File: src/rtl/ibex_dii_pkg.sv
// Shared constants, types and the instruction-bus integrity encoder for the DII feeder.
package ibex_dii_pkg;

  localparam logic [31:0] DII_NOP             = 32'h00000013;
  localparam int unsigned DII_MAX_OUTSTANDING = 2;
  localparam int unsigned DII_DEPTH           = 16;
  localparam int unsigned DII_PW              = $clog2(DII_DEPTH) + 1;
  localparam logic [6:0]  DII_INTG_INV        = 7'h2A;

  typedef logic [DII_PW-1:0] dii_ptr_t;

  // Inverted SECDED(39,32) check bits, bit-compatible with prim_secded_inv_39_32_enc.
  function automatic logic [6:0] dii_secded_inv_39_32_enc(input logic [31:0] data);
    logic [6:0] ecc;
    ecc[0] = ^(data & 32'h2606BD25);
    ecc[1] = ^(data & 32'hDEBA8050);
    ecc[2] = ^(data & 32'h413D89AA);
    ecc[3] = ^(data & 32'h31234ED1);
    ecc[4] = ^(data & 32'hC2C1323B);
    ecc[5] = ^(data & 32'h2DCC624C);
    ecc[6] = ^(data & 32'h98505586);
    return ecc ^ DII_INTG_INV;
  endfunction

endpackage

File: src/rtl/ibex_dii_resp_stage.sv
// Single register stage for fetch responses: rvalid/rdata/err, outstanding
// request counter and the integrity bits of the returned word.
module ibex_dii_resp_stage
  import ibex_dii_pkg::*;
(
  input  logic        clk_i,
  input  logic        rst_ni,
  input  logic        gnt_i,
  input  logic [31:0] rdata_i,
  input  logic        err_i,
  output logic        rvalid_o,
  output logic [31:0] rdata_o,
  output logic        err_o,
  output logic [6:0]  rdata_intg_o,
  output logic [1:0]  outstanding_o
);

  localparam logic [1:0] MaxOut = 2'(DII_MAX_OUTSTANDING);

  logic        r_rvalid;
  logic [31:0] r_rdata;
  logic        r_err;
  logic [1:0]  r_outstanding;

  // Capture the granted response; the counter tracks grants not yet answered.
  always_ff @(posedge clk_i or negedge rst_ni) begin
    if (!rst_ni) begin
      r_rvalid      <= 1'b0;
      r_rdata       <= 32'h00000000;
      r_err         <= 1'b0;
      r_outstanding <= 2'd0;
    end else begin
      r_rvalid <= gnt_i;
      r_err    <= gnt_i & err_i;
      if (gnt_i) begin
        r_rdata <= rdata_i;
      end else begin
        r_rdata <= r_rdata;
      end
      case ({gnt_i, r_rvalid})
        2'b10: begin
          if (r_outstanding < MaxOut) begin
            r_outstanding <= r_outstanding + 2'd1;
          end else begin
            r_outstanding <= r_outstanding;
          end
        end
        2'b01: begin
          if (r_outstanding != 2'd0) begin
            r_outstanding <= r_outstanding - 2'd1;
          end else begin
            r_outstanding <= r_outstanding;
          end
        end
        default: r_outstanding <= r_outstanding;
      endcase
    end
  end

  assign rvalid_o      = r_rvalid;
  assign rdata_o       = r_rdata;
  assign err_o         = r_err;
  assign outstanding_o = r_outstanding;
  assign rdata_intg_o  = dii_secded_inv_39_32_enc(r_rdata);

endmodule

File: src/rtl/ibex_dii_instr_feeder.sv
// DII instruction feeder: buffers injected instructions and serves Ibex fetches in
// injection order, rewinding to the oldest unretired entry on a fetch flush.
module ibex_dii_instr_feeder
  import ibex_dii_pkg::*;
#(
  parameter int unsigned Depth   = DII_DEPTH,
  parameter logic [31:0] NopInsn = DII_NOP
) (
  input  logic        clk_i,
  input  logic        rst_ni,
  input  logic        dii_valid_i,
  output logic        dii_ready_o,
  input  logic [31:0] dii_insn_i,
  input  logic        drain_i,
  input  logic        instr_req_i,
  input  logic [31:0] instr_addr_i,
  output logic        instr_gnt_o,
  output logic        instr_rvalid_o,
  output logic [31:0] instr_rdata_o,
  output logic [6:0]  instr_rdata_intg_o,
  output logic        instr_err_o,
  input  logic        fetch_flush_i,
  input  logic        rvfi_valid_i,
  output logic        underflow_o
);

  localparam int unsigned   PW      = $clog2(Depth) + 1;
  localparam logic [PW-1:0] PtrOne  = {{(PW-1){1'b0}}, 1'b1};
  localparam logic [PW-1:0] PtrFull = PW'(Depth);
  localparam logic [1:0]    MaxOut  = 2'(DII_MAX_OUTSTANDING);

  logic [31:0]   r_mem [Depth];
  logic [PW-1:0] r_wr_ptr;
  logic [PW-1:0] r_fe_ptr;
  logic [PW-1:0] r_cm_ptr;
  logic          r_underflow;

  logic [PW-1:0] w_count;
  logic          w_full;
  logic          w_avail;
  logic          w_push;
  logic          w_gnt;
  logic          w_retire;
  logic          w_underflow_evt;
  logic [PW-1:0] w_cm_next;
  logic [31:0]   w_fetch_data;
  logic          w_fetch_err;
  logic [1:0]    w_outstanding;
  logic          w_unused_addr;

  // Extra pointer bit distinguishes full from empty when the indices coincide.
  assign w_count         = r_wr_ptr - r_cm_ptr;
  assign w_full          = (w_count == PtrFull);
  assign w_avail         = (r_fe_ptr != r_wr_ptr);
  assign w_push          = dii_valid_i & ~w_full;
  assign dii_ready_o     = ~w_full;

  assign w_gnt           = rst_ni & instr_req_i & ~fetch_flush_i & (w_avail | drain_i) &
                           (w_outstanding < MaxOut);
  assign instr_gnt_o     = w_gnt;

  // A retire with nothing handed out is a trace/core disagreement, not a free slot.
  assign w_retire        = rvfi_valid_i & (r_cm_ptr != r_fe_ptr);
  assign w_underflow_evt = rvfi_valid_i & (r_cm_ptr == r_fe_ptr);
  assign w_cm_next       = w_retire ? (r_cm_ptr + PtrOne) : r_cm_ptr;

  assign w_fetch_data    = w_avail ? r_mem[r_fe_ptr[PW-2:0]] : NopInsn;
  assign w_fetch_err     = (instr_addr_i[1:0] != 2'b00);
  assign w_unused_addr   = ^instr_addr_i[31:2];
  assign underflow_o     = r_underflow;

  // Instruction storage; contents need no reset since pointers gate every read.
  always_ff @(posedge clk_i) begin
    if (w_push) begin
      r_mem[r_wr_ptr[PW-2:0]] <= dii_insn_i;
    end else begin
      r_mem[r_wr_ptr[PW-2:0]] <= r_mem[r_wr_ptr[PW-2:0]];
    end
  end

  // Write, fetch and commit pointers plus the sticky underflow flag.
  always_ff @(posedge clk_i or negedge rst_ni) begin
    if (!rst_ni) begin
      r_wr_ptr    <= '0;
      r_fe_ptr    <= '0;
      r_cm_ptr    <= '0;
      r_underflow <= 1'b0;
    end else begin
      if (w_push) begin
        r_wr_ptr <= r_wr_ptr + PtrOne;
      end else begin
        r_wr_ptr <= r_wr_ptr;
      end
      r_cm_ptr <= w_cm_next;
      if (fetch_flush_i) begin
        r_fe_ptr <= w_cm_next;
      end else if (w_gnt & w_avail) begin
        r_fe_ptr <= r_fe_ptr + PtrOne;
      end else begin
        r_fe_ptr <= r_fe_ptr;
      end
      if (w_underflow_evt) begin
        r_underflow <= 1'b1;
      end else begin
        r_underflow <= r_underflow;
      end
    end
  end

  ibex_dii_resp_stage u_resp_stage (
    .clk_i         (clk_i),
    .rst_ni        (rst_ni),
    .gnt_i         (w_gnt),
    .rdata_i       (w_fetch_data),
    .err_i         (w_fetch_err),
    .rvalid_o      (instr_rvalid_o),
    .rdata_o       (instr_rdata_o),
    .err_o         (instr_err_o),
    .rdata_intg_o  (instr_rdata_intg_o),
    .outstanding_o (w_outstanding)
  );

endmodule
File: config.mk
export PLATFORM = sky130hd
export DESIGN_NAME = ibex_dii_instr_feeder
export DESIGN_NICKNAME = d
export VERILOG_FILES = /design/src/rtl/ibex_dii_pkg.sv /design/src/rtl/ibex_dii_resp_stage.sv /design/src/rtl/ibex_dii_instr_feeder.sv
export SDC_FILE = /design/constraint.sdc
export NUM_CORES = 1
export LEC_CHECK = 0
export ABC_CLOCK_PERIOD_IN_PS = 4900
export CAP_MARGIN = 10
export CORE_AREA = 2 2 258 184
export CTS_BUF_LIST = sky130_fd_sc_hd__clkbuf_8
export CTS_CLUSTER_SIZE = 16
export DETAILED_ROUTE_END_ITERATION = 16
export DIE_AREA = 0 0 260 186
export MAX_ROUTING_LAYER = met4
export PLACE_DENSITY = 0.66
export SLEW_MARGIN = 10
export SYNTH_ARGS = -nofsm -noshare
export SYNTH_HDL_FRONTEND = slang
export SYNTH_HIERARCHICAL = 1
export SYNTH_SLANG_ARGS = --single-unit
File: constraint.sdc
create_clock -name clk_i -period 4.9 [get_ports clk_i]
set_input_delay 0.98 -clock clk_i [delete_from_list [all_inputs] [get_ports clk_i]]
set_output_delay 0.98 -clock clk_i [all_outputs]
set_load 0.05 [all_outputs]
==> flow_summary.json <==
{
  "cts_tree": "done",
  "worst_clock_skew_ns": 0.0452,
  "worstMarginPinSlew_ns": 1.10,
  "clkSinkCount": 564,
  "synth_enable_flop_cells": 512,
  "vdd_ir_drop_max_uv": 879,
  "synthAdderAreaFrac": 0.00550,
  "firstDrtPassIters": 5,
  "path_class": "register to output pin",
  "clk_path_buf_depth": 3,
  "yosys.area_share.simple": 0.0208,
  "outcome": "complete, no violations",
  "coreArea_mm2": 0.0458,
  "crit_buf_inv": 1,
  "hold_viol_final": 0,
  "cp-end-kind": "output pin",
  "drt-wirelength-per-cell_um": 26.8,
  "ys_ff_latch": 564,
  "nets": 1304,
  "gp_congestion": 0.769,
  "port_buffers": 84,
  "critPathRequiredTime_ns": 3.92,
  "die_y_um": 186,
  "critPathSlowestCell": "clkdlybuf4s50_1",
  "cpLargestDelayFamily": "XOR/XNOR gates",
  "maxSlewHeadroom": 0.266,
  "crit_path_max_incr_delay_ns": 0.84,
  "post-route-period-util": 0.863,
  "cts_buffers": 84,
  "layout_common_cells": "edfxtp_1 (512), mux4_2 (131), clkbuf_8 (95)",
  "placementRows": 66,
  "power.total_uw": 18800,
  "cts_setup_buffers": 0,
  "setup_tns_ns": 0,
  "synth_nets": 1159,
  "crit_fanout": 4,
  "muxShareOfSynthArea": 0.162,
  "antenna_found_initial": 3,
  "rsz0062_at_grt": "no",
  "grt.overflow.total": 0,
  "synth-compound-area-share": 0.0254,
  "hp-class": "register to register",
  "crit_chain": "xnor2_1 > xnor3_1 > xnor3_1 > clkdlybuf4s50_1",
  "cts_resized": 0,
  "dieArea_mm2": 0.0484,
  "io_pins": 115,
  "fin_util": 0.571,
  "yosysWarningCount": 6,
  "clock.fmax_ghz": 0.236,
  "start_util": 0.496,
  "path_common_cell": "xnor3_1",
  "ant_nets": 0,
  "drive_above_1_share": 0.270,
  "vias": 11000,
  "syn_area_per_cell_um2": 21.1,
  "avgViaCountPerCell": 5.78,
  "final-max-slew-violation-count": 0,
  "grt_max_degree": 63,
  "clockRootBuffer": "clkbuf_8",
  "async_flop_share": 0.0922,
  "yosysSeqAreaShare": 0.734,
  "fillCellCount": 3438,
  "place_hpwl_um": 27900,
  "totalWireLength_um": 51100,
  "final_common_cell": "edfxtp_1",
  "cp.arrival_ns": 3.25,
  "power.density_mw_per_mm2": 720,
  "drc": 0,
  "synth_cells": 1078,
  "htreeDepth": 3,
  "post-place-ws_ns": 1.33,
  "min_period_ns": 4.23,
  "grtUsageTotal": 0.226,
  "grt_pass1_wl_um": 75000,
  "area_growth_pct": 15.2,
  "cts_hold_buffers": 0,
  "synth_cell_types": 45,
  "finalSetupViolCount": 0,
  "clock_latency_ns": 0.66,
  "die_w_um": 260,
  "synth_xor_area_frac": 0.0396,
  "drt_iter0_markers": 1071,
  "synth_ff_type": "edfxtp_1",
  "p_leak_uw": 0.00868,
  "maxCapViolCount": 0,
  "synth_top_family_by_area": "multiplexers",
  "grt_pass1_vias": 11200,
  "worst_slack_ns": 0.670,
  "synth_area_mm2": 0.0227,
  "clk_pin_slew_ns": 0.06,
  "critPathLaunchType": "register"
}
## state kept, by name, indices dropped and copies added, names as in the netlist
name                        flops
r_mem                         512
r_cm_ptr                        5
u_resp_stage/rdata_o           32
underflow_o                     1
u_resp_stage/err_o              1
u_resp_stage/outstanding_o      2
r_fe_ptr                        5
r_wr_ptr                        5
u_resp_stage/rvalid_o           1
## worst reg2reg max path, cell delays in order, from the launching register on
cell,delay (ns)
dfrtp_1,0.66
ha_1,0.36
a21oi_1,0.21
a211oi_1,0.14
o2111ai_4,0.32
nand3_1,0.36
nor3_2,0.74
buf_12,0.35
## cell type report
type | instances | area (um^2) | area share
repair buffers | 117 | 1160 | 0.0442
flip-flops and latches | 564 | 16700 | 0.637
diodes | 3 | 7.51 | 0.000287
well taps | 612 | 766 | 0.0292
clock buffers | 95 | 1310 | 0.0499
clock inverters | 57 | 349 | 0.0133
inverters | 12 | 45.0 | 0.00172
multi-input cells | 444 | 5860 | 0.224
## layer usage
layer,global-route usage,wire length (um),vias to the layer above
met3,0.0377,2470,75
met4,0.0579,801,0
met1,0.311,22600,5859
li1,-,-,4741
met2,0.355,25200,327
met5,-,0,-
## path summary, 6_finish.rpt
kind	start	to	slack (ns)	depth (start not counted)
hold reg to reg	underflow_o	underflow_o	0.48	1
setup / recovery	u_resp_stage/rdata_o[23]	instr_rdata_intg_o[4]	0.67	4
max in group asynchronous	rst_ni	r_fe_ptr[1]	3.76	2
setup reg to reg	r_wr_ptr[2]	r_mem[2][14]	1.42	7
min in group asynchronous	rst_ni	r_cm_ptr[2]	0.55	2
hold / removal	underflow_o	underflow_o	0.48	1
## report_power, final
part           switching (uW)  total, uW  internal [uW]
Combinational            4570       8370           3800
Sequential                791       6720           5930
Clock                    1800       3750           1950
## metrics by stage
step                cells  hold slack [ns]  cell area, um^2
floorplan            1078            0.445            22700
global placement     1749            0.459            24500
detailed placement   1749            0.469            24500
CTS                  1901            0.479            26200
global route         1904            0.515            26200
finish               1904            0.476            26200
## Yosys cell counts (all sizes together) (4+ instances only)
cell type | n | area (um^2)
edfxtp | 512 | 15400
mux4 | 131 | 2950
a211oi | 59 | 443
xnor2 | 54 | 473
dfrtp | 52 | 1300
mux2 | 38 | 428
clkbuf | 31 | 116
mux2i | 30 | 300
nor2b | 30 | 188
buf | 27 | 139
nor2 | 13 | 48.8
xnor3 | 13 | 294
inv | 12 | 45.0
ha | 10 | 125
xor2 | 7 | 61.3
nand3 | 6 | 30.0
nor3 | 6 | 30.0
nand2 | 5 | 18.8
a21oi | 4 | 20.0
nand2b | 4 | 25.0
or2 | 4 | 25.0
## cells by family after synthesis
group                    Yosys count
flip-flops                       564
multiplexers                     199
AND/OR/NAND/NOR                   82
XOR/XNOR                          77
AO/OA/AOI/OAI                     76
buffers and inverters             70
adder cells (fa/ha/maj)           10
Power figures use the tool's default switching activity.
